--- src/rtl/dds_dac_serializer.sv ---
// Captures DDS samples on each rising edge of ready, buffers them, and shifts them
// MSB-first onto a 3-wire serial DAC port (sclk / din / sync_n).
module dds_dac_serializer #(
   parameter int DATA_W        = 16,
   parameter int FIFO_DEPTH    = 4,
   parameter int CLK_DIV       = 2,
   parameter int GAP_CYCLES    = 2,
   parameter int OFFSET_BINARY = 1
) (
   input  logic                          clk,
   input  logic                          reset,
   input  logic [DATA_W-1:0]             q,
   input  logic                          ready,
   output logic                          dac_sclk,
   output logic                          dac_din,
   output logic                          dac_sync_n,
   output logic                          frame_done,
   output logic                          overflow,
   output logic [$clog2(FIFO_DEPTH):0]   fifo_level
);

   // state | meaning
   // IDLE  | waiting for a buffered sample; pops and starts a frame when one exists
   // SHIFT | frame active, sclk toggling every CLK_DIV cycles, din moves on sclk fall
   // GAP   | sync_n held high for GAP_CYCLES before the next frame may start

   localparam int AW = $clog2(FIFO_DEPTH);
   localparam int LW = AW + 1;
   localparam int DW = (CLK_DIV > 1) ? $clog2(CLK_DIV) : 1;
   localparam int GW = (GAP_CYCLES > 1) ? $clog2(GAP_CYCLES) : 1;
   localparam int BW = $clog2(DATA_W);
   localparam logic [DATA_W-1:0] XMASK = {(OFFSET_BINARY != 0), {(DATA_W-1){1'b0}}};

   typedef enum logic [1:0] {IDLE, SHIFT, GAP} state_t;

   logic [DATA_W-1:0] mem [FIFO_DEPTH];
   logic [AW-1:0]     wr_ptr;
   logic [AW-1:0]     rd_ptr;
   logic              ready_d;
   logic              push;
   logic              pop;
   logic              full;
   logic              wr_en;
   logic [DATA_W-1:0] head;
   logic [DATA_W-1:0] shreg;
   logic [DW-1:0]     div_cnt;
   logic [GW-1:0]     gap_cnt;
   logic [BW-1:0]     bit_cnt;
   state_t            state;

   assign push  = ready & ~ready_d;
   assign full  = (fifo_level == LW'(FIFO_DEPTH));
   assign pop   = (state == IDLE) && (fifo_level != '0);
   // a pop in the same cycle frees the slot, so a full FIFO still accepts the push
   assign wr_en = push && (!full || pop);
   assign head  = mem[rd_ptr] ^ XMASK;

   always_ff @(posedge clk) begin
      if (wr_en) mem[wr_ptr] <= q;
   end

   always_ff @(posedge clk) begin
      if (reset) begin
         ready_d    <= 1'b1;
         wr_ptr     <= '0;
         rd_ptr     <= '0;
         fifo_level <= '0;
         overflow   <= 1'b0;
      end else begin
         ready_d <= ready;
         if (wr_en) wr_ptr <= wr_ptr + AW'(1);
         if (pop)   rd_ptr <= rd_ptr + AW'(1);
         if (wr_en && !pop)      fifo_level <= fifo_level + LW'(1);
         else if (!wr_en && pop) fifo_level <= fifo_level - LW'(1);
         if (push && !wr_en) overflow <= 1'b1;
      end
   end

   always_ff @(posedge clk) begin
      if (reset) begin
         state      <= IDLE;
         dac_sclk   <= 1'b0;
         dac_din    <= 1'b0;
         dac_sync_n <= 1'b1;
         frame_done <= 1'b0;
         shreg      <= '0;
         div_cnt    <= '0;
         gap_cnt    <= '0;
         bit_cnt    <= '0;
      end else begin
         frame_done <= 1'b0;
         case (state)
            IDLE: begin
               if (pop) begin
                  shreg      <= head << 1;
                  dac_din    <= head[DATA_W-1];
                  dac_sync_n <= 1'b0;
                  dac_sclk   <= 1'b0;
                  div_cnt    <= '0;
                  bit_cnt    <= BW'(DATA_W-1);
                  state      <= SHIFT;
               end
            end
            SHIFT: begin
               if (div_cnt == DW'(CLK_DIV-1)) begin
                  div_cnt  <= '0;
                  dac_sclk <= ~dac_sclk;
                  if (dac_sclk) begin
                     // falling toggle: present the next bit, or close the frame after the last
                     if (bit_cnt == '0) begin
                        state      <= GAP;
                        dac_sync_n <= 1'b1;
                        frame_done <= 1'b1;
                        dac_din    <= 1'b0;
                        gap_cnt    <= GW'(GAP_CYCLES-1);
                     end else begin
                        dac_din <= shreg[DATA_W-1];
                        shreg   <= shreg << 1;
                        bit_cnt <= bit_cnt - BW'(1);
                     end
                  end
               end else begin
                  div_cnt <= div_cnt + DW'(1);
               end
            end
            GAP: begin
               if (gap_cnt == '0) state <= IDLE;
               else               gap_cnt <= gap_cnt - GW'(1);
            end
            default: state <= IDLE;
         endcase
      end
   end

endmodule

--- config.mk ---
export PLATFORM = sky130hd
export DESIGN_NAME = dds_dac_serializer
export DESIGN_NICKNAME = d
export VERILOG_FILES = /design/src/rtl/dds_dac_serializer.sv
export SDC_FILE = /design/constraint.sdc
export NUM_CORES = 1
export LEC_CHECK = 0
export CORE_MARGIN = 4
export CORE_UTILIZATION = 30
export CTS_CLUSTER_DIAMETER = 60
export DETAILED_ROUTE_END_ITERATION = 12
export DONT_BUFFER_PORTS = 1
export HOLD_SLACK_MARGIN = 0.15
export PLACE_DENSITY_LB_ADDON = 0.25
export SLEW_MARGIN = 20
export SYNTH_ARGS = -nofsm -noshare
export SYNTH_HDL_FRONTEND = slang
export SYNTH_SLANG_ARGS = --single-unit
--- constraint.sdc ---
create_clock -name clk -period 2.5 [get_ports clk]
set_clock_uncertainty 0.15 [all_clocks]
set_input_delay 0.25 -clock clk [delete_from_list [all_inputs] [get_ports clk]]
set_output_delay 0.25 -clock clk [all_outputs]
set_load 0.05 [all_outputs]
==> results <==
- The sequential-to-total area share from yosys stat is 66.5%.
- Counting along the longest clock path gives a buffer depth of 2.
- The endpoint class of the critical path is a flop.
- The worst hold slack is 0.327 ns.
- The clock tree from TritonCTS is yes.
- The predominant post-synthesis flop cell is edfxtp_1.
- The critical path crosses 8 cells after its start point.
- CTS saw 102 sinks.
- The share of synthesized registers carrying an async set or reset is 0%.
- Once detail routing completed, the nets flagged for antenna violations numbered 0.
- The critical path starts at state[0].
- The number of max-cap violations is 0.
- Routability-driven placement finished with a final weighted congestion of 0.748.
- The mean cell area of the mapped netlist is 14.7 sq um.
- The die covers 0.0154 sq mm.
- The reported leakage power is 1.63 nW.
- After clock tree synthesis, the clock-pin slew on the worst setup and hold paths is 0.07 ns.
- The startpoint identified for the worst hold timing path is shreg[1].
- The number of global-route vias before repair is 2176.
- The final critical-path share of the clock period is 93.7%.
- The number of enable flip-flop cells after synthesis is 64.
- STA classifies the critical path startpoint as a flop.
- The die is 124 um wide.
- Across the VDD grid, the largest voltage drop is 496 uV.
- In this run the worst path has a maximum fanout of 4.
- The via count is 2256.
- Summing all non-filler instances in the final layout gives an area of 0.00479 sq mm.
- After detailed routing, the average wire length per cell comes to 15.0 um.
- In the routed layout, each cell is associated on average with a via count of 4.61.
- The deepest level of the CTS H-tree is 3.
- The most common library cell in the layout ignoring fill and taps is edfxtp_1.
- The critical setup path kind is flop to flop.
- The worst hold path class is flop to flop.
- Synthesis inferred 102 register bits.
- At the pin with the least slew margin, the transition time is 0.555 ns.
- For the worst flop-to-flop path, the logic depth is 8.
- The completed layout was analyzed and its total power is 5.31 mW.
- Entering global routing, the biggest net connects 38 pins.
- The total overflow left after global routing is 0.
- The number of buffers inserted by port buffering is 0.
- Walking the worst path, the cells encountered are or2_4, a311oi_4, ha_2, inv_1, fa_2, xor2_1, or3_1, a21oi_1.
- Cells fill 36.3% of the core in the end.
- The root buffer cell is clkbuf_16.
- The instance count along the most critical hold path is 2.
- In this run the critical register-to-register path is launched from state[0].
- After floorplanning, the core was divided into 42 placement rows.
- The number of buffers and inverters on the critical path is 1.
- The longest individual stage delay on the worst path is 0.33 ns.
- From synthesis to final layout, the design area changed by 18.8%.
- Yosys printed 0 warnings.
- The clock latency reported for the late side of the worst-skew pair is 0.34 ns.
- The fraction of layout cells with a size suffix above 1 is 19.9%.
- The count of final hold-check violations is 0.
- Data on the critical path is required at its endpoint by 2.61 ns.
- The highest-delay cell along the critical path is fa_2.
- Subtracting the final worst setup slack from the clock period gives 2.34 ns.
- The standard cell core area is 0.0132 sq mm.
- Global routing used 10.3% of the available tracks.
- The number of slew-limit violations in the final report is 0.
- The power density over the cells is 1110 mW/mm^2.
- The number of nets handed over by synthesis was 301.
- The initial cell density of the core is 30.6%.
- The cell area that synthesis handed to floorplanning was 0.00403 sq mm.
- In the layout the commonest cells are edfxtp_1 (64), nor2_1 (34), dfxtp_1 (34).
- The first routing iteration left 175 violations.
- The worst pin sits at a relative slew slack of 63.0%.
- The final count of negative-setup-slack endpoints is 0.
- The endpoint arrival time on the critical path is 2.46 ns.
- The area of placed instances is 0.00431 sq mm.
- For this run, the detailed router's first-pass iteration total came to 4.
- The detailed placer's ending HPWL is 4650 um.
- The global-route wire length before repair is 12000 um.
- Adding up every negative setup slack in the final design gives 0 ns.
- The number of clock buffers added by TritonCTS is 9.
- The maximum frequency from static timing analysis is 427 MHz.
- In the routed design, unresolved DRC markers number 0.
- Synthesis instantiated 41 different standard cells from the library.
- In the final design database the tool counted 333 nets.
- 27 I/O pins were placed.
- The number of antenna violations at the first check in global routing is 1.
- The run finished with clean final reports.
- The final layout contains routed wiring with a total length of 7330 um.
- Setup repair after global routing left no endpoint under its margin.
- The number of cells produced by synthesis is 275.
- In this run the vertical extent of the chip is 124 um.
- The family with the most delay on the worst path is simple AND/OR/NAND/NOR gates.
==> through the flow <==
step                      worst slack (ns)  instances
after floorplan                   -0.00662        275
after global placement               0.241        453
after detailed placement             0.185        453
after CTS                            0.155        488
after global routing                0.0539        489
final                                0.156        489
==> power breakdown <==
| group | total [mW] | switching, mW | internal, mW |
|---|---|---|---|
| clock | 1.30 | 0.617 | 0.687 |
| sequential | 2.32 | 0.263 | 2.06 |
| combinational | 1.68 | 0.934 | 0.750 |
==> cell usage after synthesis (all sizes together) (2+ instances only) <==
cell	instances	share of area, %
nand2	7	0.71
a21oi	10	1.2
nand3b	2	0.37
mux4	16	8.9
edfxtp	64	48
ha	6	1.9
or3	5	0.78
dfxtp	38	19
xor2	4	0.87
clkbuf	4	0.37
buf	10	1.9
a211oi	4	0.74
nor2b	2	0.31
inv	10	0.93
nor3	16	2.0
nand3	5	0.62
o21ai	3	0.37
or2	2	0.37
mux2i	2	0.50
o22ai	14	2.5
nor2	34	3.2
and2	4	0.62
==> path summary, 6_finish.rpt <==
check                       end  slack [ns]
setup / recovery  fifo_level[2]        0.16
hold / removal         shreg[1]        0.33
setup reg to reg  fifo_level[2]        0.16
hold reg to reg        shreg[1]        0.33
==> worst reg2reg max path: stages (launching register included) <==
cell	delay, ns
dfxtp_2	0.32
or2_4	0.28
a311oi_4	0.32
ha_2	0.24
inv_1	0.05
fa_2	0.33
xor2_1	0.15
or3_1	0.30
a21oi_1	0.12
==> what timing repair did <==
| item | in CTS | in global routing |
|---|---|---|
| endpoints found under the setup margin | 0 | 0 |
| gates resized for setup | 0 | 0 |
| endpoints found under the hold margin | 102 | 0 |
| buffers inserted | 0 | 0 |
| hold buffers | 19 | 0 |
==> cells by family (layout without fill, tap and decap cells) <==
kind of cell	Yosys count	after routing	share of synthesized area, %
flops	102	102	66.5
simple gates	81	81	10.1
compound gates	38	38	7.32
buf+inv	24	61	3.16
mux	18	18	9.43
fa+ha+maj	7	7	2.36
xor+xnor	5	5	1.09
other cells	0	1	0
==> sequential cells by signal, indices dropped and copies added, names as in the netlist, 2 cells and up, named ones only <==
register and count:
rd_ptr 2, fifo_level 3, wr_ptr 2, state 2, shreg 15, mem 64, bit_cnt 4
==> layer usage <==
layer | global-route usage (%) | vias to the layer above | share of wire [%]
met5 | 0 | - | 0
met4 | 3.49 | 0 | 0.87
met3 | 3.32 | 6 | 5.7
met2 | 15.9 | 50 | 47
met1 | 13.9 | 1099 | 46
li1 | - | 1101 | -
==> layout make-up <==
| class | count | area (sq um) |
|---|---|---|
| Timing Repair Buffer | 35 | 320 |
| Multi-Input combinational cell | 149 | 1240 |
| Clock inverter | 7 | 53.8 |
| Clock buffer | 9 | 225 |
| Sequential cell | 102 | 2700 |
| Inverter | 10 | 37.5 |
| Antenna cell | 1 | 2.50 |
| Fill cell | 1262 | 8400 |
| Tap cell | 176 | 220 |
No activity file was read; power rests on OpenSTA's default activity.
